===== config.mk =====
export PLATFORM = sky130hd
export DESIGN_NAME = des_round_ctrl
export DESIGN_NICKNAME = d
export VERILOG_FILES = /design/src/rtl/des_round_ctrl.sv
export SDC_FILE = /design/constraint.sdc
export NUM_CORES = 1
export LEC_CHECK = 0
export CAP_MARGIN = 20
export CORE_ASPECT_RATIO = 1.1
export CORE_MARGIN = 2
export CORE_UTILIZATION = 28
export DETAILED_ROUTE_END_ITERATION = 16
export PLACE_DENSITY = 0.51
export SYNTH_ARGS = -nofsm -noshare
export SYNTH_HDL_FRONTEND = slang
export SYNTH_SLANG_ARGS = --single-unit

===== constraint.sdc =====
create_clock -name clk -period 2.3 [get_ports clk]
set_clock_uncertainty 0.2 [all_clocks]
set_input_delay 0.46 -clock clk [delete_from_list [all_inputs] [get_ports clk]]
set_output_delay 0.46 -clock clk [all_outputs]
set_load 0.05 [all_outputs]

===== src/rtl/des_round_ctrl.sv =====
// des_round_ctrl
//   Round sequencer for the DES round datapath. Walks the datapath through
//   the six steps of each round (EX, XR, AR, SB, SP, RD), one strobe at a
//   time, waiting for each step's done flag. Counts NROUNDS rounds, supplies
//   the round and key-schedule round indices, and reports completion (done)
//   or a step timeout (err).
//
// Ports
//   clk                        clock, rising edge
//   rst                        synchronous active-high reset
//   start                      begin a block (honoured in IDLE, DONE, ERR)
//   decrypt                    key order, latched on an accepted start
//   busy                       block in progress
//   done                       one-cycle pulse when the last round completes
//   err                        sticky step timeout
//   round[4:0]                 current round 0..NROUNDS-1
//   key_round[4:0]             round index for the key schedule
//   sel_fb                     0: datapath loads IP halves, 1: feedback halves
//   iEx,iXr,iAr,iSb,iSp,iRd    step strobes to the datapath
//   fEx,fXr,fAr,fSb,fSp,fRd    step done flags from the datapath
//
// States
//   IDLE | waiting for start after reset
//   EX   | expansion step, iEx high
//   XR   | key XOR step, iXr high
//   AR   | AR step, iAr high
//   SB   | S-box step, iSb and iAr high
//   SP   | P-permutation step, iSp high
//   RD   | round write-back step, iRd high
//   DONE | block finished, waiting for start
//   ERR  | step timeout, waiting for start
module des_round_ctrl #(
  parameter int NROUNDS = 16,
  parameter int TIMEOUT = 15
) (
  input  logic       clk,
  input  logic       rst,
  input  logic       start,
  input  logic       decrypt,
  output logic       busy,
  output logic       done,
  output logic       err,
  output logic [4:0] round,
  output logic [4:0] key_round,
  output logic       sel_fb,
  output logic       iEx,
  output logic       iXr,
  output logic       iAr,
  output logic       iSb,
  output logic       iSp,
  output logic       iRd,
  input  logic       fEx,
  input  logic       fXr,
  input  logic       fAr,
  input  logic       fSb,
  input  logic       fSp,
  input  logic       fRd
);

  typedef enum logic [3:0] {
    S_IDLE, S_EX, S_XR, S_AR, S_SB, S_SP, S_RD, S_DONE, S_ERR
  } state_t;

  localparam logic [4:0] LAST_RND = 5'(NROUNDS - 1);
  localparam logic [7:0] WD_LAST  = 8'(TIMEOUT - 1);

  state_t     state_q, state_d;
  logic [4:0] round_q, round_d;
  logic [4:0] key_round_q, key_round_d;
  logic       dec_q, dec_d;
  logic       busy_q, busy_d;
  logic       done_q, done_d;
  logic       err_q, err_d;
  logic       sel_fb_q, sel_fb_d;
  logic [5:0] strb_q, strb_d;
  logic [7:0] wdog_q, wdog_d;
  logic       flag_cur;

  // Strobe pattern {rd,sp,sb,ar,xr,ex} for a state. Deriving the registered
  // strobes from the next state keeps them aligned with state_q.
  function automatic logic [5:0] strobes_for(input state_t s);
    logic [5:0] v;
    v = 6'b000000;
    case (s)
      S_EX:    v = 6'b000001;
      S_XR:    v = 6'b000010;
      S_AR:    v = 6'b000100;
      S_SB:    v = 6'b001100;
      S_SP:    v = 6'b010000;
      S_RD:    v = 6'b100000;
      default: v = 6'b000000;
    endcase
    return v;
  endfunction

  always_comb begin
    flag_cur = 1'b0;
    case (state_q)
      S_EX:    flag_cur = fEx;
      S_XR:    flag_cur = fXr;
      S_AR:    flag_cur = fAr;
      S_SB:    flag_cur = fSb;
      S_SP:    flag_cur = fSp;
      S_RD:    flag_cur = fRd;
      default: flag_cur = 1'b0;
    endcase
  end

  always_comb begin
    state_d  = state_q;
    round_d  = round_q;
    dec_d    = dec_q;
    busy_d   = busy_q;
    done_d   = 1'b0;
    err_d    = err_q;
    sel_fb_d = sel_fb_q;
    wdog_d   = wdog_q;

    case (state_q)
      S_IDLE, S_DONE, S_ERR: begin
        if (start) begin
          dec_d    = decrypt;
          round_d  = 5'd0;
          sel_fb_d = 1'b0;
          busy_d   = 1'b1;
          err_d    = 1'b0;
          wdog_d   = 8'd0;
          state_d  = S_EX;
        end
      end
      default: begin
        if (flag_cur) begin
          // A flag sampled on the expiry cycle still advances the step.
          wdog_d = 8'd0;
          case (state_q)
            S_EX: state_d = S_XR;
            S_XR: state_d = S_AR;
            S_AR: state_d = S_SB;
            S_SB: state_d = S_SP;
            S_SP: state_d = S_RD;
            default: begin
              if (round_q == LAST_RND) begin
                state_d = S_DONE;
                done_d  = 1'b1;
                busy_d  = 1'b0;
              end else begin
                round_d  = round_q + 5'd1;
                sel_fb_d = 1'b1;
                state_d  = S_EX;
              end
            end
          endcase
        end else if (wdog_q == WD_LAST) begin
          state_d = S_ERR;
          err_d   = 1'b1;
          busy_d  = 1'b0;
        end else begin
          wdog_d = wdog_q + 8'd1;
        end
      end
    endcase

    strb_d      = strobes_for(state_d);
    key_round_d = dec_d ? (LAST_RND - round_d) : round_d;
  end

  always_ff @(posedge clk) begin
    if (rst) begin
      state_q     <= S_IDLE;
      round_q     <= 5'd0;
      key_round_q <= 5'd0;
      dec_q       <= 1'b0;
      busy_q      <= 1'b0;
      done_q      <= 1'b0;
      err_q       <= 1'b0;
      sel_fb_q    <= 1'b0;
      strb_q      <= 6'b000000;
      wdog_q      <= 8'd0;
    end else begin
      state_q     <= state_d;
      round_q     <= round_d;
      key_round_q <= key_round_d;
      dec_q       <= dec_d;
      busy_q      <= busy_d;
      done_q      <= done_d;
      err_q       <= err_d;
      sel_fb_q    <= sel_fb_d;
      strb_q      <= strb_d;
      wdog_q      <= wdog_d;
    end
  end

  assign busy      = busy_q;
  assign done      = done_q;
  assign err       = err_q;
  assign round     = round_q;
  assign key_round = key_round_q;
  assign sel_fb    = sel_fb_q;
  assign iEx       = strb_q[0];
  assign iXr       = strb_q[1];
  assign iAr       = strb_q[2];
  assign iSb       = strb_q[3];
  assign iSp       = strb_q[4];
  assign iRd       = strb_q[5];

endmodule

# --- Word-level counts from Yosys, hierarchy flattened ---
# Cells that the tools add are included.
word_totals:
  ff_bits: 33
  out_inout_bits: 20
  word_cells: 83
op_classes:
  add_sub_neg: 3
  eq_ne: 23
  muxes: 35
  n_bitwise: 1
  reduce_logical: 11
ops:
  columns: ["op", "count"]
  rows:
  - ["one-hot mux 6 bit (6 select lines)", 1]
  - ["two-way mux 8 bit", 4]
  - ["two-way mux 5 bit", 6]
  - ["== test 4 x 3 -> 1 bit (second input constant)", 7]
  - ["two-way mux 1 bit", 17]
  - ["== test 4 x 2 -> 1 bit (second input constant)", 4]
  - ["two-way mux 4 bit", 4]
  - ["one-hot mux 3 bit (5 select lines)", 1]
  - ["OR reduction 10 bit", 1]
  - ["adder 8 x 1 -> 8 bit (second input constant)", 1]
  - ["== test 4 x 1 -> 1 bit (second input constant)", 2]
  - ["== test 8 x 4 -> 1 bit (second input constant)", 1]
  - ["AND reduction 4 bit", 2]
  - ["!= test 2 x 1 -> 1 bit (second input constant)", 3]
  - ["!= test 3 x 2 -> 1 bit (second input constant)", 2]
  - ["one-hot mux 1 bit (6 select lines)", 1]
  - ["adder 5 x 1 -> 5 bit (second input constant)", 1]
  - ["== test 5 x 4 -> 1 bit (second input constant)", 1]
  - ["OR reduction 5 bit", 1]
  - ["subtractor 4 x 5 -> 5 bit (first input constant)", 1]
  - ["== test 4 bit (second input constant)", 1]
  - ["logical NOT 4 bit", 1]
  - ["nonzero test 2 bit", 2]
  - ["two-way mux 3 bit", 1]
  - ["7 further kinds", 7]

# --- Depth between registers and ports, before layout ---
depth:
  ltp_word: 7
  depth_mapped: 9
  depth_no_buf: 7

# --- Worst setup path after synthesis ---
# No wires, ideal clock.
synth_path:
  path_kind: "flip-flop to flip-flop"
  from: "register round_q[0], in the netlist round[0]"
  to: "register strb_q[1]"
  setup_time_ns: 0.073
  t_arrival_ns: 2.011
  t_required_ns: 2.027
  slack_ns: 0.016
  path_stages_with_launch: 8
  cell_sequence: "dfxtp_1 -> ha_1 -> nand4b_1 -> o21ai_0 -> o21ai_0 -> o221a_2 -> nand2b_1 -> nor3b_2"
synth_between:
  elab_chain_len: 7
  elab_cells_between_ends: 12
  classes_between: "eq/ne (7); mux (5)"
synth_lines:
  columns: ["item", "line", "rtl"]
  rows:
  - ["start, declared", "68", "logic [4:0] round_q, round_d;"]
  - ["start signal, assigned", "181", "round_q <= round_d;"]
  - ["== test 5 x 4 -> 1 bit *", "142", "if (round_q == LAST_RND) begin"]
  - ["two-way mux 3 bit *", "142", null]
  - ["one-hot mux 3 bit (5 select lines) *", "135", "case (state_q)"]
  - ["two-way mux 4 bit *", "132", "if (flag_cur) begin"]
  - ["two-way mux 4 bit *", "119", "case (state_q)"]
  - ["== test 4 x 3 -> 1 bit (tied with other cells)", "84", "case (s)"]
  - ["one-hot mux 6 bit (6 select lines) *", "84", null]
  - ["end signal, assigned", "188", "strb_q <= strb_d;"]
  - ["end, declared", "75", "logic [5:0] strb_q, strb_d;"]
# Every way passes the cells marked *; elsewhere a longest branch is shown, timed or not.
# A chain may end at the register's enable or synchronous reset.

# --- Final worst setup path ---
layout_path:
  from: "register state_q[1]"
  to: "register strb_q[1]"
layout_between:
  elab_chain_len: 6
  elab_cells_between_ends: 23
  classes_between: "eq/ne (14); mux (7); reduce/logical (2)"
layout_lines:
  columns: ["item", "line", "rtl"]
  rows:
  - ["start, declared", "67", "state_t state_q, state_d;"]
  - ["start signal, assigned", "180", "state_q <= state_d;"]
  - ["== test 4 x 3 -> 1 bit (tied with other cells)", "98", "case (state_q)"]
  - ["one-hot mux 1 bit (6 select lines) or one-hot mux 3 bit (5 select lines) (tied branches)", "98, 135", null]
  - ["two-way mux 4 bit", "132", null]
  - ["two-way mux 4 bit *", "119", null]
  - ["== test 4 x 3 -> 1 bit (tied with other cells)", "84", null]
  - ["one-hot mux 6 bit (6 select lines) *", "84", null]
# Marked as above.

==> flow_summary.toml <==
[timing]
hold_ws_ns = 0.282
final.setup.worst_slack_ns = 0.113
slew_headroom_pct = 66.1
fin_crit_ns = 2.19
fin_crit_sh_pct = 95.1
finalSetupViolCount = 0
worst_pin_slew_ns = 0.505
setup_tns_ns = 0
max_freq_mhz = 457
hold_violations = 0
slew_violations = 0

[synthesis]
ys_seq_area_share_pct = 38.8
syn-cell-area_mm2 = 0.00165
avgSynthCellArea_um2 = 9.08
synth_edf_count = 0
synth_ff_type = "dfxtp_1"
syn_nets = 195
syn_inst = 182
post_synth_num_cell_types = 54
ys_ff_latch = 32
async_flop_share_pct = 0
ys_warn_count = 0

[pwr]
p_total_mw = 1.36
p_leak_nw = 0.945
p_per_area_mw_per_mm2 = 562
peakVddDrop_v = 0.000267

[finish]
area_delta_synth_final_pct = 45.9
final_cells = 316
layout.nets = 251
final_util_pct = 42.1
fin_area_mm2 = 0.00241
final_cell_mix = "dfxtp_1 (29), buf_4 (27), clkdlybuf4s50_1 (23), nor2_1 (22), nand2_1 (12)"
drive_above_1_share_pct = 26.4
n_antenna_cell = 0
final_common_cell = "dfxtp_1"

[place]
dp.cells = 304
gp_congestion = 0.782
pre_cts_ws_ns = -0.435
placedInstanceArea_mm2 = 0.00216
io_buffers = 29
hpwlAfterDp_um = 2920

[clock_network]
cts_tree = "built"
clock_sinks = 32
cts_buffers = 5
htreeDepth = 2
clock_latency_ns = 0.27
path_clk_slew_ns = 0.06
cts-hold-fix-buffers = 0
clockRootBuffer = "clkbuf_8"
cts.path.max_buffers = 2

[routing]
wl_per_cell_um = 13.1
vias = 1480
routed_wl_um = 4140
remaining_drc_errors = 0
via_per_inst = 4.68
drtIter0Drc = 65
postRouteAntennaNets = 0
drt_pass1_iterations = 4

[global_route]
grtUsageTotal_pct = 12.9
antenna_found_initial = 0
met2_usage_pct = 19.9
grt_pass1_wl_um = 6720
grt.busiest_layer = "met2"
met1_usage_pct = 16.9
use_met3_pct = 3.76
grt_pass1_vias = 1446
overflow = 0
grt_max_degree = 14

[hold_path]
hold_depth = 2
hp-class = "register to register"

[floorplan]
coreArea_mm2 = 0.00573
die_area_mm2 = 0.00653
die_w_um = 77.3
io_pins = 30
fp-row-count = 29
die_y_um = 84.6
initial_utilization_pct = 28.8

[setup_path]
start_kind = "register"
cp_slowest_cell = "or3_4"
rr_endpoint = "strb_q[1]"
cp-end-kind = "register"
cp.required_ns = 2.31
path_max_fanout = 7
worstSetupStartpoint = "state_q[1]"
max_stage_delay_ns = 0.41
reg2reg_slack_ns = 0.11
rr_worst_depth = 7
r2r_start = "state_q[1]"
critical_path_class = "register to register"
crit_chain = "buf_4 -> or3_4 -> a21bo_1 -> o2bb2ai_1 -> a21oi_2 -> nand2b_1 -> nor3b_2"
cp.arrival_ns = 2.19

[run_status]
run_status = "complete, no violations"

[flow_run]
cap_violations = 0
[how the worst max path moves through the flow]
stage | end | slack (ns) | cells past startpoint
floorplan | strb_q[1] | 0.02 | 7
finish | strb_q[1] | 0.11 | 7
detailed placement | key_round[3] | -0.44 | 8
CTS | key_round[1] | -0.02 | 7
global route | strb_q[1] | -0.02 | 7
global placement | strb_q[2] | -0.43 | 7
[final cells by class]
class                      instances  area, um^2
fill                             594        3320
tap                               77        96.3
timing repair buffer              59         541
multi-input combinational        135        1020
clock buffer                       8        90.1
inverter                           5        18.8
sequential                        32         644
[worst max-delay path, delay by kind of cell (launching register included)]
kind / cells / cell delay (ns)
buf+inv: 1 / 0.18
simple gates: 3 / 0.71
flops: 1 / 0.38
compound gates: 3 / 0.65
[power by group]
part,internal [mW],switching [mW]
combinational,0.147,0.182
clock,0.244,0.187
sequential,0.578,0.0185
[kinds of logic (layout without fill, tap and decap cells)]
family | count (synthesis) | in the layout | synth area share (%)
compound gates | 40 | 40 | 18.1
xor+xnor | 6 | 6 | 3.18
fa+ha+maj | 3 | 3 | 2.27
buf+inv | 15 | 72 | 5.45
flops | 32 | 32 | 38.8
mux | 10 | 10 | 6.13
simple gates | 76 | 76 | 26.1
[Yosys cell counts, types with 2 or more instances]
library cell   n  area share, %
a211oi_1       2           0.91
a21oi_1       10            3.0
a21oi_2        2            1.1
a311oi_1       2            1.1
a31oi_1        4            1.5
and2_1         3            1.1
and4b_1        2            1.2
buf_2          3           0.91
buf_4          2           0.91
buf_6          3            2.0
clkbuf_1       2           0.45
dfxtp_1       32             39
ha_1           3            2.3
inv_1          5            1.1
mux2i_1        9            5.5
nand2_1       13            3.0
nand2b_1       4            1.5
nand3_1        3           0.91
nand4_1        3            1.1
nand4b_1       4            2.1
nor2_1        22            5.0
nor2b_1        4            1.5
nor3_1         3           0.91
nor3_2         3            1.8
o21ai_0        5            1.5
o21bai_1       2           0.91
xnor2_1        3            1.6
xor2_1         3            1.6
[metal layers]
layer | up-vias | routed length [um]
met5 | - | 0
met2 | 17 | 1880
met1 | 692 | 2070
li1 | 765 | -
met3 | 6 | 122
met4 | 0 | 68
[flip-flops by register name (all words and copies together), names as in the netlist, named ones only]
name,cells
busy,1
dec_q,1
done,1
err,1
key_round,4
round,4
sel_fb,1
state_q,4
strb_q,6
wdog_q,8
[timing repair]
action / 4_1_cts / 5_1_grt
pin swaps: 2 / 6
setup endpoints to repair: 16 / 20
buffers inserted: 1 / 3
gates cloned: 0 / 0
gates resized for setup: 3 / 27
Power figures use the tool's default switching activity.
